File: config.mk
export PLATFORM = sky130hd
export DESIGN_NAME = cdb_arbiter_flat
export DESIGN_NICKNAME = d
export VERILOG_FILES = /design/src/rtl/cdb_arbiter_if.sv /design/src/rtl/cdb_arbiter.sv /design/src/flat_wrapper.sv
export SDC_FILE = /design/constraint.sdc
export NUM_CORES = 1
export LEC_CHECK = 0
export ABC_CLOCK_PERIOD_IN_PS = 3400
export BUFFER_PORTS_ARGS = -buffer_cell sky130_fd_sc_hd__buf_2
export CORE_AREA = 2 2 148 150
export DETAILED_ROUTE_END_ITERATION = 12
export DIE_AREA = 0 0 150 152
export MAX_ROUTING_LAYER = met4
export PLACE_DENSITY = 0.63
export SLEW_MARGIN = 20
export SYNTH_ARGS = -nofsm -noshare
export SYNTH_HDL_FRONTEND = slang
export SYNTH_SLANG_ARGS = --single-unit
File: constraint.sdc
create_clock -name clock -period 3.4 [get_ports clock]
set_clock_uncertainty 0.2 [all_clocks]
set_input_delay 0.17 -clock clock [delete_from_list [all_inputs] [get_ports clock]]
set_output_delay 0.17 -clock clock [all_outputs]
set_load 0.02 [all_outputs]
File: src/rtl/cdb_arbiter_if.sv
// Complete-stage bus between the FUs/ROB and the CDB arbiter.
// master: FU results and rollback info out, grants and CDB in; slave: arbiter.
interface cdb_arbiter_if #(
  parameter int NUM_FU  = 4,
  parameter int NUM_PR  = 64,
  parameter int NUM_ROB = 8
);
  localparam int PRW  = $clog2(NUM_PR);
  localparam int ROBW = $clog2(NUM_ROB);

  logic [NUM_FU-1:0]      fu_done;
  logic [NUM_FU*PRW-1:0]  fu_T_idx;
  logic [NUM_FU*ROBW-1:0] fu_ROB_idx;
  logic [NUM_FU*64-1:0]   fu_result;
  logic                   ROB_rollback_en;
  logic [ROBW-1:0]        ROB_rollback_idx;
  logic [ROBW-1:0]        diff_ROB;

  logic [NUM_FU-1:0]      CDB_valid;
  logic                   CDB_bcast_valid;
  logic [PRW-1:0]         CDB_T_idx;
  logic [ROBW-1:0]        CDB_ROB_idx;
  logic [63:0]            CDB_value;

  modport master (
    output fu_done,
    output fu_T_idx,
    output fu_ROB_idx,
    output fu_result,
    output ROB_rollback_en,
    output ROB_rollback_idx,
    output diff_ROB,
    input  CDB_valid,
    input  CDB_bcast_valid,
    input  CDB_T_idx,
    input  CDB_ROB_idx,
    input  CDB_value
  );

  modport slave (
    input  fu_done,
    input  fu_T_idx,
    input  fu_ROB_idx,
    input  fu_result,
    input  ROB_rollback_en,
    input  ROB_rollback_idx,
    input  diff_ROB,
    output CDB_valid,
    output CDB_bcast_valid,
    output CDB_T_idx,
    output CDB_ROB_idx,
    output CDB_value
  );
endinterface

File: src/rtl/cdb_arbiter.sv
// Round-robin complete-stage arbiter driving a registered CDB broadcast.
// Ports: clock, reset (sync, active-low), bus (cdb_arbiter_if.slave).
module cdb_arbiter #(
  parameter int NUM_FU  = 4,
  parameter int NUM_PR  = 64,
  parameter int NUM_ROB = 8
) (
  input  logic          clock,
  input  logic          reset,
  cdb_arbiter_if.slave  bus
);
  localparam int PRW  = $clog2(NUM_PR);
  localparam int ROBW = $clog2(NUM_ROB);
  localparam int FUW  = (NUM_FU > 1) ? $clog2(NUM_FU) : 1;

  localparam logic [PRW-1:0] ZERO_PR = PRW'(NUM_PR - 1);
  localparam logic [FUW:0]   NFU     = (FUW+1)'(NUM_FU);

  logic [NUM_FU-1:0] squash;
  logic [NUM_FU-1:0] req;
  logic [NUM_FU-1:0] grant;
  logic [ROBW-1:0]   off [NUM_FU];

  logic [FUW-1:0] rr_ptr;
  logic [FUW-1:0] gnt_idx;
  logic [FUW-1:0] nxt_ptr;
  logic [FUW:0]   idx_ext;
  logic [FUW:0]   nxt_ext;
  logic           found;

  // Distance from the mispredicted branch in ROB order; anything
  // strictly between the branch and the tail is wrong-path.
  always_comb begin
    squash = '0;
    req    = '0;
    for (int i = 0; i < NUM_FU; i++) begin
      off[i] = bus.fu_ROB_idx[i*ROBW +: ROBW]
             - bus.ROB_rollback_idx;
      squash[i] = bus.ROB_rollback_en
               && (off[i] != '0)
               && (off[i] < bus.diff_ROB);
      req[i] = bus.fu_done[i] && !squash[i];
    end
  end

  // First eligible index at or after rr_ptr, wrapping.
  always_comb begin
    found   = 1'b0;
    gnt_idx = '0;
    grant   = '0;
    idx_ext = '0;
    for (int j = 0; j < NUM_FU; j++) begin
      idx_ext = {1'b0, rr_ptr} + (FUW+1)'(j);
      if (idx_ext >= NFU)
        idx_ext = idx_ext - NFU;
      if (!found && req[idx_ext[FUW-1:0]]) begin
        found   = 1'b1;
        gnt_idx = idx_ext[FUW-1:0];
      end
    end
    if (found)
      grant[gnt_idx] = 1'b1;
  end

  always_comb begin
    nxt_ext = {1'b0, gnt_idx} + 1'b1;
    if (nxt_ext >= NFU)
      nxt_ext = '0;
    nxt_ptr = nxt_ext[FUW-1:0];
  end

  // Grants are withheld during reset so no FU advances.
  assign bus.CDB_valid = reset ? grant : '0;

  always_ff @(posedge clock) begin
    if (!reset) begin
      rr_ptr              <= '0;
      bus.CDB_bcast_valid <= 1'b0;
      bus.CDB_T_idx       <= ZERO_PR;
      bus.CDB_ROB_idx     <= '0;
      bus.CDB_value       <= '0;
    end else begin
      bus.CDB_bcast_valid <= found;
      if (found) begin
        rr_ptr          <= nxt_ptr;
        bus.CDB_T_idx   <= bus.fu_T_idx[gnt_idx*PRW +: PRW];
        bus.CDB_ROB_idx <= bus.fu_ROB_idx[gnt_idx*ROBW +: ROBW];
        bus.CDB_value   <= bus.fu_result[gnt_idx*64 +: 64];
      end
    end
  end

endmodule
File: src/flat_wrapper.sv
// flat-port wrapper written by rule: the top's interface ports become plain ports
module cdb_arbiter_flat 
#(
  parameter int NUM_FU  = 4,
  parameter int NUM_PR  = 64,
  parameter int NUM_ROB = 8
)
  (clock, reset, bus_fu_done, bus_fu_T_idx, bus_fu_ROB_idx, bus_fu_result, bus_ROB_rollback_en, bus_ROB_rollback_idx, bus_diff_ROB, bus_CDB_valid, bus_CDB_bcast_valid, bus_CDB_T_idx, bus_CDB_ROB_idx, bus_CDB_value);
  cdb_arbiter_if #(.NUM_FU(NUM_FU), .NUM_PR(NUM_PR), .NUM_ROB(NUM_ROB)) bus_i ();
  input  logic clock;
  input  logic reset;
  input wire logic [$bits(bus_i.fu_done)-1:0] bus_fu_done;
  input wire logic [$bits(bus_i.fu_T_idx)-1:0] bus_fu_T_idx;
  input wire logic [$bits(bus_i.fu_ROB_idx)-1:0] bus_fu_ROB_idx;
  input wire logic [$bits(bus_i.fu_result)-1:0] bus_fu_result;
  input wire logic [$bits(bus_i.ROB_rollback_en)-1:0] bus_ROB_rollback_en;
  input wire logic [$bits(bus_i.ROB_rollback_idx)-1:0] bus_ROB_rollback_idx;
  input wire logic [$bits(bus_i.diff_ROB)-1:0] bus_diff_ROB;
  output wire logic [$bits(bus_i.CDB_valid)-1:0] bus_CDB_valid;
  output wire logic [$bits(bus_i.CDB_bcast_valid)-1:0] bus_CDB_bcast_valid;
  output wire logic [$bits(bus_i.CDB_T_idx)-1:0] bus_CDB_T_idx;
  output wire logic [$bits(bus_i.CDB_ROB_idx)-1:0] bus_CDB_ROB_idx;
  output wire logic [$bits(bus_i.CDB_value)-1:0] bus_CDB_value;
  assign bus_i.fu_done = bus_fu_done;
  assign bus_i.fu_T_idx = bus_fu_T_idx;
  assign bus_i.fu_ROB_idx = bus_fu_ROB_idx;
  assign bus_i.fu_result = bus_fu_result;
  assign bus_i.ROB_rollback_en = bus_ROB_rollback_en;
  assign bus_i.ROB_rollback_idx = bus_ROB_rollback_idx;
  assign bus_i.diff_ROB = bus_diff_ROB;
  assign bus_CDB_valid = bus_i.CDB_valid;
  assign bus_CDB_bcast_valid = bus_i.CDB_bcast_valid;
  assign bus_CDB_T_idx = bus_i.CDB_T_idx;
  assign bus_CDB_ROB_idx = bus_i.CDB_ROB_idx;
  assign bus_CDB_value = bus_i.CDB_value;
  cdb_arbiter #(.NUM_FU(NUM_FU), .NUM_PR(NUM_PR), .NUM_ROB(NUM_ROB)) u_core (.clock(clock), .reset(reset), .bus(bus_i));
endmodule
==> results.sh <==
export IMPL_status="completed"
export IMPL_crit_slowest_cell="ha_1"
export IMPL_synth_compound_area_share_pct=29.39
export IMPL_grt_pass1_vias=6586
export IMPL_synth_adder_area_share_pct=5.358
export IMPL_insertion_delay_ps=330
export IMPL_synth_cells=535
export IMPL_grt_usage_pct=20.88
export IMPL_portBuffers=382
export IMPL_arrival_ps=3420
export IMPL_cap_violations=0
export IMPL_vias=6535
export IMPL_seq_area_frac_synth_pct=29.08
export IMPL_synthArstFlopShare_pct=0
export IMPL_cp_max_fo=18
export IMPL_core_area_um2=21350
export IMPL_root_buffer="clkbuf_16"
export IMPL_synth_commonest_cells="dfxtp_1, inv_1, nand2_1, clkbuf_1, mux4_2"
export IMPL_clk_path_buf_depth=2
export IMPL_fp_dieH_um=152
export IMPL_yosys_area_top_type_share_pct=29.08
export IMPL_grt_overflow_total=0
export IMPL_num_rows=54
export IMPL_period_share_pct=99.41
export IMPL_met1_usage_pct=26.01
export IMPL_wl_per_cell_um=18.78
export IMPL_grt_max_degree=38
export IMPL_antenna_found_initial=0
export IMPL_die_w_um=150
export IMPL_synth_cell_types=46
export IMPL_htree_num_levels=3
export IMPL_synth_fp_nets=860
export IMPL_post_route_drc_count=0
export IMPL_cp_common_cell="buf_4"
export IMPL_post_route_util_pct=43.52
export IMPL_stdcell_count=1296
export IMPL_yosysTopAreaCell="dfxtp_1"
export IMPL_cp_top_family="buffers and inverters"
export IMPL_syn_area_um2=5231
export IMPL_required_ps=3440
export IMPL_diodes=0
export IMPL_worst_path_buf_inv=6
export IMPL_rsz0062_at_grt="yes"
export IMPL_synth_top_family_by_area="compound AO/OA/AOI/OAI gates"
export IMPL_ir_drop_mv=0.2087
export IMPL_power_density_nw_per_um2=595.0
export IMPL_start_util_pct=24.50
export IMPL_synth_main_ff_cell="dfxtp_1"
export IMPL_fin_nets=1336
export IMPL_setup_ws_ps=20.11
export IMPL_slew_viol_final=0
export IMPL_num_io_pins=383
export IMPL_worst_path_largest_cell_delay_ps=350
export IMPL_synthMuxAreaShare_pct=17.56
export IMPL_crit_chain="buf_6 > inv_4 > ha_4 > inv_2 > fa_2 > xnor3_1 > ha_1 > nand2_2 > o2111ai_4 > o2111ai_2 > buf_4 > a21boi_4 > and3_4 > buf_4 > bufbuf_16 > mux4_2 > a22o_1"
export IMPL_ys_seq_elements=76
export IMPL_met2_usage_pct=34.57
export IMPL_detail_route_antenna_nets=0
export IMPL_placed_cells=1196
export IMPL_place_congestion=0.9167
export IMPL_yosys_area_share_simple_pct=8.252
export IMPL_dp_hpwl_um=17960
export IMPL_grt_pass1_wl_um=35890
export IMPL_totalWireLength_um=24340
export IMPL_crit_type="input port to flip-flop"
export IMPL_synth_xor_area_share_pct=1.722
export IMPL_ys_warn_count=0
export IMPL_period_minus_slack_ps=3380
export IMPL_cts_tree="yes"
export IMPL_die_area_um2=22800
export IMPL_worst_slew_pin_slew_ps=410.4
export IMPL_synth_most_common_cell="dfxtp_1"
export IMPL_syn_to_final_growth_pct=77.64
export IMPL_start_kind="input port"
export IMPL_synth_edff_count=0
export IMPL_setup_violations=0
export IMPL_cts_sinks=76
export IMPL_hold_class="input port to flip-flop"
export IMPL_path_clk_slew_ps=70
export IMPL_busiest_layer="met2"
export IMPL_drt_initial_drc_count=402
export IMPL_slew_headroom_pct=72.64
export IMPL_hold_viol=0
export IMPL_firstDrtPassIters=5
export IMPL_p_leak_nw=4.381
export IMPL_crit_path_end_kind="flip-flop"
export IMPL_netlist_top_cells_area="dfxtp_1, mux4_2, a22o_1"
export IMPL_syn_avg_cell_area_um2=9.778
export IMPL_routed_via_density=5.042
export IMPL_dp_slack_ps=-342.9
export IMPL_cts_buffers=9
export IMPL_drive_gt1_share_pct=55.31
export IMPL_fmax_ghz=0.2959
export IMPL_met3_usage_pct=3.453
## kinds of logic after synthesis
group	count (synthesis)
AOI/OAI and AO/OA	198
xor gates and xnor gates	4
adders and majority gates	20
buffers and inverters	107
DFF	76
muxes	48
and+or+nand+nor	82
## routing by layer
metal | up-vias | routed length [um]
met4 | 0 | 410
met5 | - | 0
met2 | 286 | 12300
li1 | 3059 | -
met3 | 39 | 1612
met1 | 3151 | 10020
## path summary, 6_finish.rpt
kind	startpoint	to	slack (ps)	cells past startpoint
hold / removal	bus_fu_result[132]	u_core.bus.CDB_value[4]	20	3
setup / recovery	bus_fu_ROB_idx[0]	u_core.bus.CDB_value[41]	20	17
setup reg to reg	u_core.rr_ptr[0]	u_core.bus.CDB_value[41]	710	7
hold reg to reg	u_core.bus.CDB_value[18]	u_core.bus.CDB_value[18]	250	2
## layout by cell type, fill, tap and decap left out, types with 3 or more instances in the layout
cell type and n:
fa_2 3, nor3b_1 13, inv_1 44, bufinv_16 3
buf_12 9, and2_1 4, a21oi_1 3, o32ai_1 32
nand2_2 6, o21ai_1 3, nor3b_2 3, nand2_1 41
dlygate4sd3_1 63, o2111ai_2 3, a22o_1 34, ha_4 8
mux2i_1 13, and2_4 4, dfxtp_1 76, buf_6 11
buf_2 375, o2111ai_1 6, mux4_2 35, a211oi_1 31
a31oi_1 33, buf_4 59, inv_2 4, ha_1 6
clkbuf_16 10, xnor3_1 3, o31ai_1 32
## stage by stage
stage          TNS [ps]  hold WS (ps)  power [mW]  area [um2]
6_report              0         22.34       5.529        9293
5_1_grt           -1988         15.92       5.854        9293
4_1_cts          -149.3        0.6557       5.452        9086
3_5_place_dp     -18660         237.6       4.048        7864
3_3_place_gp     -16390         229.2       4.006        7864
2_1_floorplan         0         196.8       3.049        5386
## power by group
part | internal, mW | switching (mW)
clock | 0.724 | 0.430
sequential | 1.14 | 0.144
combinational | 1.49 | 1.60
total | 3.35 | 2.18
## tightest hold or removal path, stage by stage
cell     delay [ps]
buf_2            80
o32ai_1          80
o31ai_1         200
## layout make-up
type	count	area (um2)
clock buffers	9	225.2
multi-input cells	352	3535
inverters	52	212.7
flip-flops and latches	76	1521
well taps	280	350.3
fillers	2051	12060
clock inverters	7	121.4
repair buffers	520	3327
## what timing repair did
item                                   CTS  global route
cloned                                   1             1
endpoints found under the hold margin   40             0
setup endpoints to repair                4            60
resized for setup                       34            24
hold buffers                            63             0
pin swaps                               22            19
setup buffers                           11             8
## sequential cells by signal, indices dropped and copies added, names as in the netlist
name,flops
u_core.bus.CDB_bcast_valid,1
u_core.bus.CDB_T_idx,6
u_core.rr_ptr,2
u_core.bus.CDB_ROB_idx,3
u_core.bus.CDB_value,64
No activity file was read; power rests on OpenSTA's default activity.
